[src/rtl/result_drain_ctrl.sv]
// +----------------------------------------------------------------------------+
// | result_drain_ctrl: streams len rows of the results SRAM out over valid/ready |
// | Rev 1.0                                                                      |
// +----------------------------------------------------------------------------+
`default_nettype none

module result_drain_ctrl #(
  parameter int ADDRESSSIZE    = 10,
  parameter int PARTIAL_SUM_BW = 20,
  parameter int MATRIX_SIZE    = 8,
  parameter int WORDSIZE       = PARTIAL_SUM_BW * MATRIX_SIZE,
  parameter int LEN_BW         = ADDRESSSIZE + 1
) (
  input  logic                   clk,
  input  logic                   rstn,
  input  logic                   start,
  input  logic [ADDRESSSIZE-1:0] base_addr,
  input  logic [LEN_BW-1:0]      len,
  input  logic                   rev_lanes,
  output logic                   busy,
  output logic                   done,
  output logic                   sram_rd_en,
  output logic [ADDRESSSIZE-1:0] sram_rd_addr,
  input  logic [WORDSIZE-1:0]    sram_rd_data,
  output logic                   m_valid,
  input  logic                   m_ready,
  output logic [WORDSIZE-1:0]    m_data,
  output logic                   m_last
);

  localparam logic [1:0] c_idle = 2'd0;
  localparam logic [1:0] c_run  = 2'd1;
  localparam logic [1:0] c_done = 2'd2;

  logic [1:0]             r_state;
  logic [ADDRESSSIZE-1:0] r_base;
  logic [LEN_BW-1:0]      r_len;
  logic                   r_rev;
  logic [LEN_BW-1:0]      r_issued;
  logic                   r_inflight;
  logic                   r_inflight_last;

  // Two-entry circular buffer; r_head points at the oldest row
  logic [WORDSIZE-1:0]    r_buf_data [2];
  logic                   r_buf_last [2];
  logic                   r_head;
  logic [1:0]             r_buf_cnt;

  logic                   w_valid;
  logic                   w_pop;
  logic                   w_push;
  logic                   w_rd_en;
  logic                   w_wr_ptr;
  logic [1:0]             w_occ;
  logic [WORDSIZE-1:0]    w_rev_row;
  logic [WORDSIZE-1:0]    w_push_row;

  for (genvar k = 0; k < MATRIX_SIZE; k++) begin : g_lane
    assign w_rev_row[k*PARTIAL_SUM_BW +: PARTIAL_SUM_BW] =
        sram_rd_data[(MATRIX_SIZE-1-k)*PARTIAL_SUM_BW +: PARTIAL_SUM_BW];
  end

  assign w_push_row = r_rev ? w_rev_row : sram_rd_data;
  assign w_valid    = (r_buf_cnt != 2'd0);
  assign w_pop      = w_valid && m_ready;
  assign w_push     = r_inflight;
  assign w_wr_ptr   = r_head ^ r_buf_cnt[0];
  assign w_occ      = r_buf_cnt + {1'b0, r_inflight};
  // A pop this cycle frees a slot, which keeps throughput at one row per cycle
  assign w_rd_en    = (r_state == c_run) && (r_issued < r_len) &&
                      ((w_occ < 2'd2) || w_pop);

  assign busy         = (r_state == c_run);
  assign done         = (r_state == c_done);
  assign sram_rd_en   = w_rd_en;
  assign sram_rd_addr = w_rd_en ? (r_base + r_issued[ADDRESSSIZE-1:0]) : '0;
  assign m_valid      = w_valid;
  assign m_data       = w_valid ? r_buf_data[r_head] : '0;
  assign m_last       = w_valid && r_buf_last[r_head];

  always_ff @(posedge clk) begin
    if (!rstn) begin
      r_state         <= c_idle;
      r_base          <= '0;
      r_len           <= '0;
      r_rev           <= 1'b0;
      r_issued        <= '0;
      r_inflight      <= 1'b0;
      r_inflight_last <= 1'b0;
      r_head          <= 1'b0;
      r_buf_cnt       <= 2'd0;
    end else begin
      case (r_state)
        c_idle: begin
          if (start) begin
            r_base   <= base_addr;
            r_len    <= len;
            r_rev    <= rev_lanes;
            r_issued <= '0;
            r_state  <= (len != '0) ? c_run : c_done;
          end
        end
        c_run: begin
          if (w_pop && r_buf_last[r_head]) r_state <= c_done;
        end
        default: r_state <= c_idle;
      endcase

      if (w_rd_en) r_issued <= r_issued + 1'b1;
      r_inflight      <= w_rd_en;
      r_inflight_last <= w_rd_en && (r_issued == r_len - 1'b1);

      if (w_push) begin
        r_buf_data[w_wr_ptr] <= w_push_row;
        r_buf_last[w_wr_ptr] <= r_inflight_last;
      end
      if (w_pop) r_head <= ~r_head;
      r_buf_cnt <= r_buf_cnt + {1'b0, w_push} - {1'b0, w_pop};
    end
  end

endmodule

`default_nettype wire

[config.mk]
export PLATFORM = sky130hd
export DESIGN_NAME = result_drain_ctrl
export DESIGN_NICKNAME = d
export VERILOG_FILES = /design/src/rtl/result_drain_ctrl.sv
export SDC_FILE = /design/constraint.sdc
export NUM_CORES = 1
export LEC_CHECK = 0
export CAP_MARGIN = 20
export CORE_ASPECT_RATIO = 0.8
export CORE_MARGIN = 10
export CORE_UTILIZATION = 45
export CTS_CLUSTER_DIAMETER = 30
export DETAILED_ROUTE_END_ITERATION = 10
export DONT_BUFFER_PORTS = 1
export MAX_ROUTING_LAYER = met4
export SYNTH_ARGS = -nofsm -noshare
export SYNTH_HDL_FRONTEND = slang
export SYNTH_SLANG_ARGS = --single-unit
[constraint.sdc]
create_clock -name clk -period 9.5 [get_ports clk]
set_input_delay 1.9 -clock clk [delete_from_list [all_inputs] [get_ports clk]]
set_output_delay 1.9 -clock clk [all_outputs]
set_load 0.01 [all_outputs]
## After elaboration in Yosys (flattened, before gate mapping)

Memories as Yosys holds them, arrays and structs flattened. A register that Yosys moved wholly into a read port is not among the register bits.
Index checks and enable logic that the tools add are counted.

- Equal/unequal tests: 5
- Bitwise logic cells: 2
- Reduce and logical (&&, ||, !) cells: 15
- Multiplexer cells: 17
- $add $sub $neg: 5
- Order comparisons: 2

Operators by type and width:

| operator | number |
|---|---|
| 2-to-1 mux 160 bit | 2 |
| 2-to-1 mux 11 bit | 3 |
| adder 11 x 1 -> 11 bit, second input constant | 1 |
| == test 11 bit | 1 |
| < comparator 11 bit | 1 |
| nonzero test 11 bit | 1 |
| subtractor 11 x 1 -> 11 bit, second input constant | 1 |
| adder 10 bit | 1 |
| 2-to-1 mux 10 bit | 1 |
| 2-to-1 mux 1 bit | 7 |
| logical AND 1 bit | 6 |
| 2-to-1 mux 2 bit | 3 |
| AND reduction 2 bit | 3 |
| nonzero test 2 bit | 3 |
| one-hot mux 2 bit (2 select lines) | 1 |
| adder 2 x 1 -> 2 bit | 1 |
| == test 2 x 1 -> 1 bit, second input constant | 1 |
| == test 2 bit, second input constant | 1 |
| logical NOT 2 bit | 1 |
| < comparator 2 bit, second input constant | 1 |
| inequality test 2 x 1 -> 1 bit, second input constant | 1 |
| inequality test 2 bit, second input constant | 1 |
| subtractor 2 x 1 -> 2 bit | 1 |
| logical OR 1 bit | 1 |
| 2 further kinds | 2 |

- Memories: 2
- Input port bits: 186
- Register bits: 40
- Bits in writable memories: 322
- Output and inout bits: 175

Memories:

| memory | words | bits a word | read ports | clocked after Yosys merged registers in | write ports | line | RTL |
|---|---|---|---|---|---|---|---|
| r_buf_data | 2 | 160 | 1 | 1 | 1 | 44 | `logic [WORDSIZE-1:0] r_buf_data [2];` |
| r_buf_last | 2 | 1 | 1 | 1 | 1 | 45 | `logic r_buf_last [2];` |

## Logic depth before layout (Yosys ltp)

- Word-level depth: 6
- Depth in mapped cells: 11
- Gate-level depth less buffers: 9

## Worst setup path after synthesis

Ideal clock, no wire load.

- Path type: in2reg
- Start: input port rstn
- End: memory r_buf_data[1][0] (netlist bit) (enable)
- Arrival time: 8837 ps
- Setup slack: -22 ps
- Path buffers: 1
- Cell stages on the path: 3
- Path through: buf_2 -> nand2_1 -> nor2_1

- Longest elaborated chain between the ends: 2

Ends and longest elaborated chain:

| item | line | RTL |
|---|---|---|
| start, declared | 15 | `input logic rstn,` |
| 2-to-1 mux 1 bit | 82 | `if (!rstn) begin` |
| 2-to-1 mux 1 bit (implied by the code) | 114 | `r_buf_data[w_wr_ptr] <= w_push_row;` |
| end, declared | 44 |  |

No other way between the ends.

==> results by group <==
Outcome
  – Status: finished, final reports clean

Logic synthesis
  – Synth Instances: 1216
  – Post-synth EDFFs: between 300 and 400
  – Number of register bits inferred by synthesis: 363
  – XOR/XNOR Fraction of Synth Area: 0.0121
  – Largest family of logic cells by synthesized area: multiplexers
  – Mapped cell area: 16600 µm²
  – Avg Inst Size Synth: 13.7 µm²
  – Dominant synthesized flop cell: edfxtp_1
  – Yosys cell types: 51
  – Mapped Nets: around 1400
  – Post-Synth Simple-Gate Area: 0.0812
  – Yosys warns: 0
  – Post-synthesis compound-gate area fraction: 0.0280
  – Async S/R FF share, synth: 0
  – Adder-Cell Fraction of Synth Area: 0.0192
  – Mux cell area share after synthesis: 0.206
  – Seq/Total Area, Yosys: 0.630

Timing
  – Fmax: 191 MHz
  – Hold_ws: 0.438 ns
  – RSZ-0062 raised after global routing: no
  – Crit share post-route: 0.551
  – Setup TNS: 0 ns
  – Final min period: 5.23 ns
  – Fin. max-slew vios: 0
  – Clock Skew: 0.0268 ns
  – Worst Tran Pin Value: 0.978 ns
  – Final hold vios: 0
  – Max-slew headroom: 0.348
  – Final Setup Violations: 0

Setup path
  – Worst EP required: 7.60 ns
  – Crit path cell chain: buf_4 -> buf_4 -> mux2i_1 -> nor2_1
  – Crit path capture type: output pin
  – R2r setup slk: 6.53 ns
  – Delay-heaviest family, CP: buffers and inverters
  – Critical path fanouts, max: 45
  – Crit path DAT: 3.33 ns
  – Buf/Inv on CP: 2
  – Critical Path Source Type: flip-flop
  – Slowest stage cell, crit path: buf_4
  – CP most frequent cell: buf_4
  – Max stage delay on crit path: 0.76 ns
  – Kind of critical path: flip-flop to output pin

Drt
  – Via count: between 9000 and 10000
  – DR pass1 iterations: 6
  – Post-route ant nets: 0
  – Routed len/inst: 23.6 µm
  – Total Wirelength: 41.8 mm
  – Initial DRC Count: slightly above 600
  – Vias per Instance: 5.51
  – Post-route DRC: 0

Global route
  – Vias in the first global route: 10100
  – Pin count of the biggest net entering global routing: 103
  – First-pass GRT wire length: a little over 60 mm
  – Initial antenna violation count: 2
  – Total GRT Usage: 0.183
  – Global route overflow: 0

Floorplan
  – Boundary pin count: 361
  – Die area: approximately 45000 µm²
  – Die width: 235 µm
  – Initial Utilization: 0.459
  – Die height: 192 µm
  – Rows: 62
  – Core region area: 36200 µm²

Clocking
  – Clock Root Buffer: clkbuf_16
  – CTS resizes: 0
  – Num CTS Buffers: 70
  – Max H-tree Level: 3
  – Clk Latency, worst-skew pair: 0.55 ns
  – Worst-path clk slew: 0.04 ns
  – Max Buffers Root-to-Sink: 3
  – Clock Sinks: approximately 360
  – Hold_buf cts: 0
  – CTS tree: built
  – Post-CTS setup buffers: 0

Job
  – Max-Cap Viols: 0

Placement
  – Final HPWL DP: roughly 28 mm
  – Placed cell area: 17100 µm²
  – IO Port Bufs: 0
  – GPL Wtd Cong: 0.855

Power and ir drop
  – Worst vdd ir: 0.000202 V
  – Design Power: 0.00554 W
  – Pwr Density: around 280 nW/µm²
  – Leak pwr: 6.42 nW

Layout
  – Multi-input gate area: 5790 µm²
  – Share of layout cells above drive strength 1: 0.234
  – Nets: 1445
  – Seq. cell area: 10500 µm²
  – Area delta synth->final: 16.9%
  – # fillers: 3049
  – Fin area: just under 20000 µm²

Worst hold path
  – Hold crit path type: flip-flop to flip-flop
==> final timing paths <==
check | endpoint | start | cells after the start
max | m_data[125] | flip-flop | 4
min | r_buf_last[0] | r_inflight_last | 0
max reg2reg | r_inflight_last | r_len[2] | 9
min reg2reg | r_buf_last[0] | r_inflight_last | 0
==> layer usage <==
| layer | part of all wire | GRT usage | vias to the layer above |
|---|---|---|---|
| met4 | 0.017 | 0.0530 | 0 |
| met2 | 0.48 | 0.286 | 316 |
| met1 | 0.40 | 0.209 | 4854 |
| li1 | - | - | 4533 |
| met5 | 0 | - | - |
| met3 | 0.11 | 0.0842 | 55 |
==> registers in the layout, summed over array words and instances (netlist names), named ones only <==
name	count
r_head	1
r_buf_cnt	2
r_buf_last	2
r_buf_data	320
r_rev	1
r_state	2
r_inflight_last	1
r_inflight	1
r_issued	11
r_len	11
r_base	10
==> synthesized netlist by cell type, drive strengths merged (6+ instances only) <==
cell type	instances	area, µm²
ha	24	300
nor3	12	71.3
clkbuf	40	150
buf	29	154
nand2	65	246
nor4	6	52.6
o21ai	17	85.1
xor2	10	87.6
xnor2	13	114
nor2	198	746
edfxtp	322	9670
mux2i	162	1620
dfxtp	41	821
a21oi	33	165
nor2b	8	50.1
mux2	161	1810
inv	20	75.1
nand3	14	75.1
==> cells by family (layout without fill, tap and decap cells) <==
kind of cell,Yosys count,after routing
AO/OA/AOI/OAI,74,74
adder cells (fa/ha/maj),25,25
multiplexers,323,323
flip-flops,363,363
XOR/XNOR,23,23
AND/OR/NAND/NOR,319,319
other,0,4
buffers and inverters,89,161
==> metrics by stage <==
stage	setup WS, ns	std cells	utilization
global placement	4.40	1641	0.471
floorplan	2.73	1216	-
detailed placement	4.36	1641	0.471
CTS	4.16	1767	0.536
finish	4.27	1772	0.537
global route	3.98	1772	0.537
==> where the power goes <==
group,internal (W),total (W),switching [W]
registers,0.00184,0.00190,0.0000577
logic,0.000368,0.00123,0.000864
clock network,0.00161,0.00241,0.000798
==> cell type report <==
type / count / share of cell area
repair buffers: 15 / 0.00682
clock inverters: 44 / 0.0239
clock buffers: 82 / 0.0967
multi-input cells: 764 / 0.298
well taps: 480 / 0.0309
flip-flops and latches: 363 / 0.540
inverters: 20 / 0.00386
diodes: 4 / 0.000515
==> cell usage in the layout, fill, tap and decap left out, drive strengths merged, types with 24 or more instances in the layout <==
cell	n
nand2	65
inv	27
a21oi	33
clkbuf	82
dfxtp	41
nor2	198
ha	24
edfxtp	322
mux2i	162
mux2	161
No activity file was read; power rests on OpenSTA's default activity.
==> RTL change (same settings) <==
Change the parameter `PARTIAL_SUM_BW` from 20 to 24.
--- a/src/rtl/result_drain_ctrl.sv
+++ b/src/rtl/result_drain_ctrl.sv
@@ -7,5 +7,5 @@
 module result_drain_ctrl #(
   parameter int ADDRESSSIZE    = 10,
-  parameter int PARTIAL_SUM_BW = 20,
+  parameter int PARTIAL_SUM_BW = 24,
   parameter int MATRIX_SIZE    = 8,
   parameter int WORDSIZE       = PARTIAL_SUM_BW * MATRIX_SIZE,
Ports: changed (resized m_data and sram_rd_data); port bits go from 361 to 425. The function was not compared with the original's and may differ.
==> RTL change against the unedited design <==
Maximum frequency shrank 5.5%; routed wire length increased by 14%; sequential cell count grew 64; total power increased by 20%; critical path depth increased by 1; setup slack worse by 310 ps; first-iteration DRC count increased by 21%; final cell count up 15%; sequential power up 18%; area after synthesis is 16% higher; design area increased by 17%.
==> RTL change: results (changes against the unedited design) <==
* Status: finished clean
* Share of cells above drive strength 1 at 23.81% (+0.37 points)
* Worst slew margin at 31.96% (-2.8 points)
* Aggregate global-route resource usage at 18.36% (+0.040 points)
* Largest net degree at the start of global routing at 194 (+88%)
* Post-synth top cells: edfxtp_1 (386), nor2_1 (227), mux2i_1 (196)
* Largest regs: r_buf_data (384), r_issued (11), r_len (11)
* Netlist cell types at 45 (-12%)
* DPL Wire Length at 31400 um (+11%)
* Max rail drop VDD at 311.3 uV (+54%)
* Leak pwr at 7.476 nW (+16%)
* Filler Cell Count at 3474 (+14%)
* Final WL at 47680 um (+14%)
* DP Area at 19850 um2 (+16%)
* Clock latency on the worst-skew pair at 600 ps (+50 ps)
* DR iter-0 viols at 737 (+21%)
* Initial DRT Pass Iterations at 5 (-1)
* Placer's final routability congestion estimate at 0.8625 (+0.83%)
* Internal at 0.004576 W (+20%)
* R2R Setup Slk at 6370 ps (-160 ps)
* Cts bufs inserted at 86 (+23%)
* Mapped Nets at 1627 (+14%)
* Avg Vias per Cell at 5.451 (-1.0%)
* Register area share after synthesis at 64.23% (+1.2 points)
* Worst-path fanout max at 16 (-64%)
* Crit path DAT at 3640 ps (+310 ps)
* Initial antenna violation count at 4 (+2)
* Number of enable flip-flop cells after synthesis at 386 (+20%)
* Synth top area cells: edfxtp_1 (60%), mux2_2 (11%), mux2i_1 (10%)
RTL change: layout make-up:
cell class / instances / area [um2] / share of cell area [%]
sequential: 427 / 12420 / 54.59
timing repair buffer: 11 / 107.6 / 0.4730
multi-input combinational: 858 / 6550 / 28.79
inverter: 21 / 78.83 / 0.3465
clock inverter: 58 / 620.6 / 2.728
clock buffer: 99 / 2263 / 9.949
tap: 552 / 690.7 / 3.036
antenna: 8 / 20.02 / 0.08799
RTL change: metrics by stage:
stage / util [%] / std cells / hold WS, ps / setup WS, ps
after floorplan: - / 1384 / 403.7 / 1771
after global placement: 47.07 / 1869 / 435.7 / 3918
after detailed placement: 47.07 / 1869 / 431.4 / 3922
after CTS: 53.91 / 2026 / 452.6 / 3914
after global routing: 53.95 / 2034 / 460.9 / 3790
final: 53.95 / 2034 / 448.2 / 3959
RTL change: power groups by stage:
| stage | Clock (W) | Combinational (W) | Sequential [W] |
|---|---|---|---|
| 4_1_cts | 0.00301 | 0.00146 | 0.00225 |
| 5_1_grt | 0.00311 | 0.00155 | 0.00226 |
| 2_1_floorplan | 0 | 0.00112 | 0.00224 |
| 6_report | 0.00296 | 0.00142 | 0.00225 |
| 3_5_place_dp | 0 | 0.00146 | 0.00229 |
| 3_3_place_gp | 0 | 0.00146 | 0.00228 |
RTL change: worst max-delay path, cell delays in order:
cell and delay (ps):
nand2_1 90, a221oi_1 380, nand2_1 440, a221o_1 400, a211oi_1 430
RTL change: worst max-delay path by stage:
stage               startpoint                    endpoint  slack, ps  cells after the start
floorplan                 rstn  r_buf_data[1][0]$_DFFE_PP_       1770                      3
global placement       m_ready             sram_rd_addr[9]       3920                      5
detailed placement     m_ready             sram_rd_addr[9]       3920                      5
CTS                    m_ready             sram_rd_addr[9]       3910                      5
global route           m_ready             sram_rd_addr[9]       3790                      5
finish                 m_ready             sram_rd_addr[9]       3960                      5
RTL change: kinds of logic after synthesis:
| logic type | count (synthesis) | share of synthesized area (%) |
|---|---|---|
| buffers and inverters | 99 | 1.981 |
| AOI/OAI and AO/OA | 68 | 2.085 |
| xor gates and xnor gates | 27 | 1.224 |
| adders and majority gates | 25 | 1.658 |
| muxes | 388 | 21.34 |
| DFF | 427 | 64.23 |
| and+or+nand+nor | 350 | 7.485 |
RTL change: layer usage:
layer	track usage (%)	vias up	wire length, um
li1	-	5183	-
met4	5.294	0	977
met3	8.498	75	4719
met2	28.31	351	22480
met5	-	-	0
met1	21.27	5479	19510
